===== src/rtl/program_loader.sv =====
// Boot-time loader: takes a framed byte stream, writes big-endian 16-bit words to RAM
// from address 0 and releases the CPU from reset once the frame checksum verifies.
module program_loader #(
    parameter int ADDR_W = 8,
    parameter int DATA_W = 16
) (
    input  logic              clk,
    input  logic              reset,
    input  logic              start,
    input  logic [7:0]        rx_data,
    input  logic              rx_valid,
    output logic              rx_ready,
    output logic              ram_we,
    output logic [ADDR_W-1:0] ram_wr_adr,
    output logic [DATA_W-1:0] ram_wr_data,
    output logic              cpu_reset,
    output logic              busy,
    output logic              done,
    output logic              error
);

    typedef enum logic [2:0] {
        S_IDLE,
        S_LEN,
        S_HI,
        S_LO,
        S_WR,
        S_CHK,
        S_DONE,
        S_ERROR
    } state_t;

    typedef struct packed {
        logic rx_ready;
        logic busy;
        logic cpu_reset;
        logic done;
        logic error;
    } flags_t;

    // Status outputs are a pure function of the state being entered, so they are
    // loaded alongside the state register and never glitch.
    function automatic flags_t flags_for(input state_t s);
        flags_t f;
        f.rx_ready  = (s == S_LEN) || (s == S_HI) || (s == S_LO) || (s == S_CHK);
        f.busy      = (s == S_LEN) || (s == S_HI) || (s == S_LO) || (s == S_WR) || (s == S_CHK);
        f.cpu_reset = (s != S_DONE);
        f.done      = (s == S_DONE);
        f.error     = (s == S_ERROR);
        return f;
    endfunction

    state_t            state;
    flags_t            flags;
    logic [7:0]        hi_byte;
    logic [7:0]        count;
    logic [7:0]        sum;
    logic [ADDR_W-1:0] addr;
    logic              accept;

    assign accept    = rx_valid && flags.rx_ready;
    assign rx_ready  = flags.rx_ready;
    assign busy      = flags.busy;
    assign cpu_reset = flags.cpu_reset;
    assign done      = flags.done;
    assign error     = flags.error;

    always_ff @(posedge clk) begin
        if (reset) begin
            state       <= S_IDLE;
            flags       <= flags_for(S_IDLE);
            hi_byte     <= '0;
            count       <= '0;
            sum         <= '0;
            addr        <= '0;
            ram_we      <= 1'b0;
            ram_wr_adr  <= '0;
            ram_wr_data <= '0;
        end else begin
            ram_we <= 1'b0;
            case (state)
                S_IDLE, S_DONE, S_ERROR: begin
                    if (start) begin
                        state <= S_LEN;
                        flags <= flags_for(S_LEN);
                    end
                end
                S_LEN: begin
                    if (accept) begin
                        if (rx_data == 8'd0) begin
                            state <= S_ERROR;
                            flags <= flags_for(S_ERROR);
                        end else begin
                            count <= rx_data;
                            addr  <= '0;
                            sum   <= '0;
                            state <= S_HI;
                            flags <= flags_for(S_HI);
                        end
                    end
                end
                S_HI: begin
                    if (accept) begin
                        hi_byte <= rx_data;
                        sum     <= sum + rx_data;
                        state   <= S_LO;
                        flags   <= flags_for(S_LO);
                    end
                end
                S_LO: begin
                    if (accept) begin
                        sum         <= sum + rx_data;
                        ram_we      <= 1'b1;
                        ram_wr_adr  <= addr;
                        ram_wr_data <= DATA_W'({hi_byte, rx_data});
                        state       <= S_WR;
                        flags       <= flags_for(S_WR);
                    end
                end
                // The address counter stays internal so the RAM port holds its last value.
                S_WR: begin
                    if (addr == ADDR_W'(count - 8'd1)) begin
                        state <= S_CHK;
                        flags <= flags_for(S_CHK);
                    end else begin
                        addr  <= addr + ADDR_W'(1);
                        state <= S_HI;
                        flags <= flags_for(S_HI);
                    end
                end
                S_CHK: begin
                    if (accept) begin
                        if (rx_data == sum) begin
                            state <= S_DONE;
                            flags <= flags_for(S_DONE);
                        end else begin
                            state <= S_ERROR;
                            flags <= flags_for(S_ERROR);
                        end
                    end
                end
                default: begin
                    state <= S_IDLE;
                    flags <= flags_for(S_IDLE);
                end
            endcase
        end
    end

endmodule


===== config.mk =====
export PLATFORM = sky130hd
export DESIGN_NAME = program_loader
export DESIGN_NICKNAME = d
export VERILOG_FILES = /design/src/rtl/program_loader.sv
export SDC_FILE = /design/constraint.sdc
export NUM_CORES = 1
export LEC_CHECK = 0
export BUFFER_PORTS_ARGS = -buffer_cell sky130_fd_sc_hd__buf_2
export CAP_MARGIN = 20
export CORE_ASPECT_RATIO = 0.7
export CORE_MARGIN = 10
export CORE_UTILIZATION = 50
export DETAILED_ROUTE_END_ITERATION = 16
export GPL_TIMING_DRIVEN = 0
export PLACE_DENSITY = 0.73
export SLEW_MARGIN = 20
export SYNTH_ARGS = -nofsm -noshare
export SYNTH_HDL_FRONTEND = slang
export SYNTH_SLANG_ARGS = --single-unit

===== constraint.sdc =====
create_clock -name clk -period 2.55 [get_ports clk]
set_input_delay 0.51 -clock clk [delete_from_list [all_inputs] [get_ports clk]]
set_output_delay 0.51 -clock clk [all_outputs]
set_load 0.01 [all_outputs]

Word-level counts from Yosys, hierarchy flattened

Cells that the tools add are included.

Register bits: 65
Output and inout bits: 30
Bits of input ports: 12
Word-level logic and storage cells: 73

Eq/ne operators: 17
$add $sub $neg: 3
Reductions and logical operators: 14
Bitwise logic cells: 2
Mux-type cells: 24

Operator list:

| cell                                                                  | count |
|---|---|
| 8-bit 2-to-1 mux                                                      | 4 |
| 8-bit case mux with 2 select lines                                    | 2 |
| 5-bit 2-to-1 mux                                                      | 6 |
| 5-bit case mux with 6 select lines                                    | 1 |
| 3-bit 2-to-1 mux                                                      | 8 |
| 3-bit case mux with 6 select lines                                    | 1 |
| 8-bit equality test                                                   | 2 |
| 2-bit != test, second input constant                                  | 7 |
| 3-bit equality test, second input constant                            | 4 |
| 8-bit by 1-bit adder with 8-bit output, second input constant         | 1 |
| 8-bit adder                                                           | 1 |
| 8-bit logical NOT                                                     | 1 |
| 4-bit AND reduction                                                   | 2 |
| 8-bit by 1-bit subtractor with 8-bit output, second input constant    | 1 |
| 3-bit by 2-bit equality test with 1-bit output, second input constant | 2 |
| 5-bit AND reduction                                                   | 1 |
| 2-bit AND reduction                                                   | 2 |
| 2-bit nonzero test                                                    | 2 |
| 2-bit OR reduction                                                    | 2 |
| 3-bit by 1-bit equality test with 1-bit output, second input constant | 1 |
| 3-bit logical NOT                                                     | 1 |
| 3-bit AND reduction                                                   | 1 |
| 3-bit OR reduction                                                    | 1 |
| 1-bit 2-to-1 mux                                                      | 2 |
| other kinds (3)                                                       | 4 |

Depth between registers and ports, before layout

Depth in word-level cells: 4
Gate-level depth with buffers: 9
Mapped depth without buffers: 9

Worst setup path before layout

No wires, ideal clock.

Path kind: flip-flop to flip-flop
Start: register count[0]
End: register addr[0]
Path slack: 201 ps
Library setup time: 123 ps
Data arrival time: 2,226 ps
Path buffers: 1
Cell stages (with the launch flop): 10
Clock period less this slack: 2,349 ps
Required time: 2,427 ps
Cells stage by stage: dfxtp_1 > inv_1 > ha_1 > nor2b_1 > or3_1 > a31o_1 > or2_1 > buf_6 > o21ai_2 > mux2_1

Longest elaborated chain between the ends: 4

Ends and longest elaborated chain:

| what                                        | line | text |
|---|---|---|
| from (decl)                                 | 56   | `logic [7:0] count;` |
| from (signal assigned)                      | 94   | `count <= rx_data;` |
| 8-bit by 1-bit subtractor with 8-bit output | 122  | `if (addr == ADDR_W'(count - 8'd1)) begin` |
| 8-bit equality test                         | 122  |  |
| 2-bit != test (no line)                     | n/a  |  |
| 4-bit AND reduction (no line)               | n/a  |  |
| to (signal assigned)                        | 126  | `addr <= addr + ADDR_W'(1);` |
| to (decl)                                   | 58   | `logic [ADDR_W-1:0] addr;` |

No other way between the ends.
A chain may end at the register's enable or synchronous reset.

Final worst setup path

Same ends and word-level chain as after synthesis.

==> flow_metrics.py <==
metrics = {
    "run_status": {
        "status": "finished, final reports clean",
    },
    "place": {
        "gp_congestion": 0.928,
        "detailed_place_hpwl_um": 6460,
        "port_buffers": 40,
    },
    "grt": {
        "grt_pass1_wl_um": 14200,
        "grt_max_degree": 14,
        "track_usage": 0.176,
        "gr-total-overflow": 0,
        "first_global_vias": 2921,
        "antenna_found_initial": 0,
    },
    "sta": {
        "hold_slack_ns": 0.448,
        "fin_crit_sh": 0.938,
        "clock_skew_ns": 0.00920,
        "max_freq_mhz": 418,
        "fin_tns_setup_ns": 0,
        "rsz0062_at_grt": "no",
        "tightest_slew_ns": 0.630,
        "timing.slew.headroom": 0.578,
        "hold_viol_final": 0,
        "setup_violations": 0,
        "slew_viol_final": 0,
        "fin_crit_ns": 2.39,
    },
    "cells_and_area": {
        "fin_util": 0.599,
        "fill_cells": 593,
        "num_antenna_cells": 0,
        "final_cell_mix": "nand2_1, dfxtp_1, a21oi_1, buf_2, nor2_1",
        "final_nets": 484,
        "seq_area_sq_mm": 0.00130,
        "layout_commonest_cell": "nand2_1",
        "multiInputGateArea_sq_mm": 0.00177,
        "drive_gt1_frac": 0.150,
        "syn_to_final_growth_pct": 16.0,
    },
    "drt": {
        "drc": 0,
        "vias": 3125,
        "dr.pass1.iters": 5,
        "drt-total-wl_um": 8670,
        "post_drt_wl_per_cell_um": 15.9,
        "antenna_left": 0,
        "routed_via_density": 5.73,
        "drt_iter0_drc": 259,
    },
    "power": {
        "p_sw_frac": 0.272,
        "p_int_mw": 1.55,
        "vdd_drop_max_v": 0.000335,
        "cellPowerDensity_mw_per_mm2": 570,
        "pwr-share-comb": 0.086,
        "p_leak_nw": 1.45,
        "p_sw_mw": 0.577,
        "power.share.clock": 0.425,
        "pwr-share-seq": 0.490,
    },
    "clocking": {
        "clk_latency_ns": 0.35,
        "cts_resized": 1,
        "clock-sinks": 65,
        "clkTransAtPathRegs_ns": 0.08,
        "cts_root_buffer": "clkbuf_8",
        "cts_buffer_depth": 2,
        "cts_tree": "done",
        "cts_buffers": 9,
        "htreeDepth": 3,
        "postCtsSetupBuffers": 0,
        "hold_buffers": 0,
    },
    "synthesis": {
        "syn-num-nets": 433,
        "synth_top_area_frac": 0.405,
        "synth.area.top_cells": "dfxtp_1, nand2_1, a21oi_1, ha_1, nor2_1",
        "ys_async_sr_fraction": 0,
        "ys_seq_area_frac": 0.405,
        "synth_cells": 411,
        "synth-seq-cells": 65,
        "dominantRegCellSynth": "dfxtp_1",
        "synth_cell_types": 60,
        "syn_area_sq_mm": 0.00321,
        "synth_top_cell_by_area": "dfxtp_1",
        "synth_enable_flop_cells": 0,
        "syn_area_per_cell_sq_um": 7.81,
        "ys_warn_count": 0,
    },
    "setup_path": {
        "critPathCaptureType": "flop",
        "crit_required_ns": 2.79,
        "critPathKind": "flop to flop",
        "ff2ff_path_depth": 9,
        "rr_startpoint": "count[0]",
        "cp-start-kind": "flop",
        "r2r_slack_ns": 0.16,
        "critPathMaxFanout": 9,
        "r2r-end": "addr[0]",
        "cp.arrival_ns": 2.63,
    },
    "min_path": {
        "holdCritStartpoint": "rx_data[6]",
        "min_to": "ram_wr_data[6]",
        "hold_class": "primary input to flop",
        "hold_depth": 3,
    },
    "floorplan": {
        "io_pins": 42,
        "die_y_um": 87.0,
        "die_area_sq_mm": 0.0101,
        "die_x_um": 116,
        "core-area_sq_mm": 0.00622,
        "initial_core_util": 0.517,
        "rows": 24,
    },
    "flow_run": {
        "max_cap_viol_count": 0,
    },
}
-- critical path: stages, from the launching register on --
cell and delay [ns]:
dfxtp_2 0.39, inv_1 0.06, ha_2 0.23, nor2b_1 0.14
or3_1 0.34, a31o_1 0.22, or2_1 0.24, buf_6 0.14
o21ai_4 0.19, mux2_1 0.33
-- through the flow --
stage | cells | instance area [sq um] | worst slack [ns] | power, mW
3_5_place_dp | 529 | 3510 | 0.0129 | 1.24
4_1_cts | 545 | 3710 | 0.0428 | 2.13
6_report | 545 | 3720 | 0.158 | 2.12
5_1_grt | 545 | 3720 | 0.0732 | 2.19
3_3_place_gp | 529 | 3510 | 0.0551 | 1.23
2_1_floorplan | 411 | 3210 | 0.201 | 1.17
-- power groups by stage --
stage	sequential [mW]	combinational [mW]	clock [mW]
after floorplan	1.06	0.113	0
after global placement	1.06	0.172	0
after detailed placement	1.06	0.176	0
after CTS	1.04	0.178	0.914
after global routing	1.04	0.200	0.954
final	1.04	0.182	0.902
-- logic make-up after synthesis --
group | after synthesis | share of synthesized area
buffers and inverters | 37 | 0.0479
muxes | 7 | 0.0222
DFF | 65 | 0.405
xor gates and xnor gates | 10 | 0.0273
adders and majority gates | 10 | 0.0413
AOI/OAI and AO/OA | 108 | 0.210
and+or+nand+nor | 174 | 0.246
-- how the worst max path moves through the flow --
stage             start       to  slack, ns  depth (start not counted)
2_1_floorplan  count[0]  addr[0]       0.20                          9
3_3_place_gp   count[0]  addr[0]       0.06                          9
3_5_place_dp   count[0]  addr[0]       0.01                          9
4_1_cts        count[1]  addr[0]       0.04                          9
5_1_grt        count[0]  addr[0]       0.07                          9
6_report       count[0]  addr[0]       0.16                          9
-- layout make-up --
type | instances | area share
buffer | 24 | 0.0282
clock buffer | 9 | 0.0333
multi-input combinational | 309 | 0.474
timing repair buffer | 40 | 0.0538
clock inverter | 7 | 0.0212
sequential | 65 | 0.350
tap | 78 | 0.0262
inverter | 13 | 0.0131
-- flip-flops by register name, summed over array words and instances (netlist names) --
register	count
ram_wr_data	16
addr	8
count	8
hi_byte	8
ram_wr_adr	8
sum	8
state	3
busy	1
cpu_reset	1
done	1
error	1
ram_we	1
rx_ready	1
-- synth_stat cells, drive strengths merged, types with 6 or more instances --
cell type  instances
nand3              9
a21oi             52
xor2               6
a31oi              6
ha                 9
dfxtp             65
nor2              27
or3                9
o21ai             20
nor3              10
mux2i              6
clkbuf            20
nor2b              6
nand2             90
inv               12
-- metal layers --
layer / vias to the layer above / wire [um] / share of wire / GRT usage
met5: - / 0 / 0 / 0
met4: 0 / 103 / 0.012 / 0.0578
met3: 14 / 859 / 0.099 / 0.0530
met2: 118 / 3570 / 0.41 / 0.262
met1: 1447 / 4140 / 0.48 / 0.236
li1: 1546 / - / - / -
(Power assumes the default switching activity.)
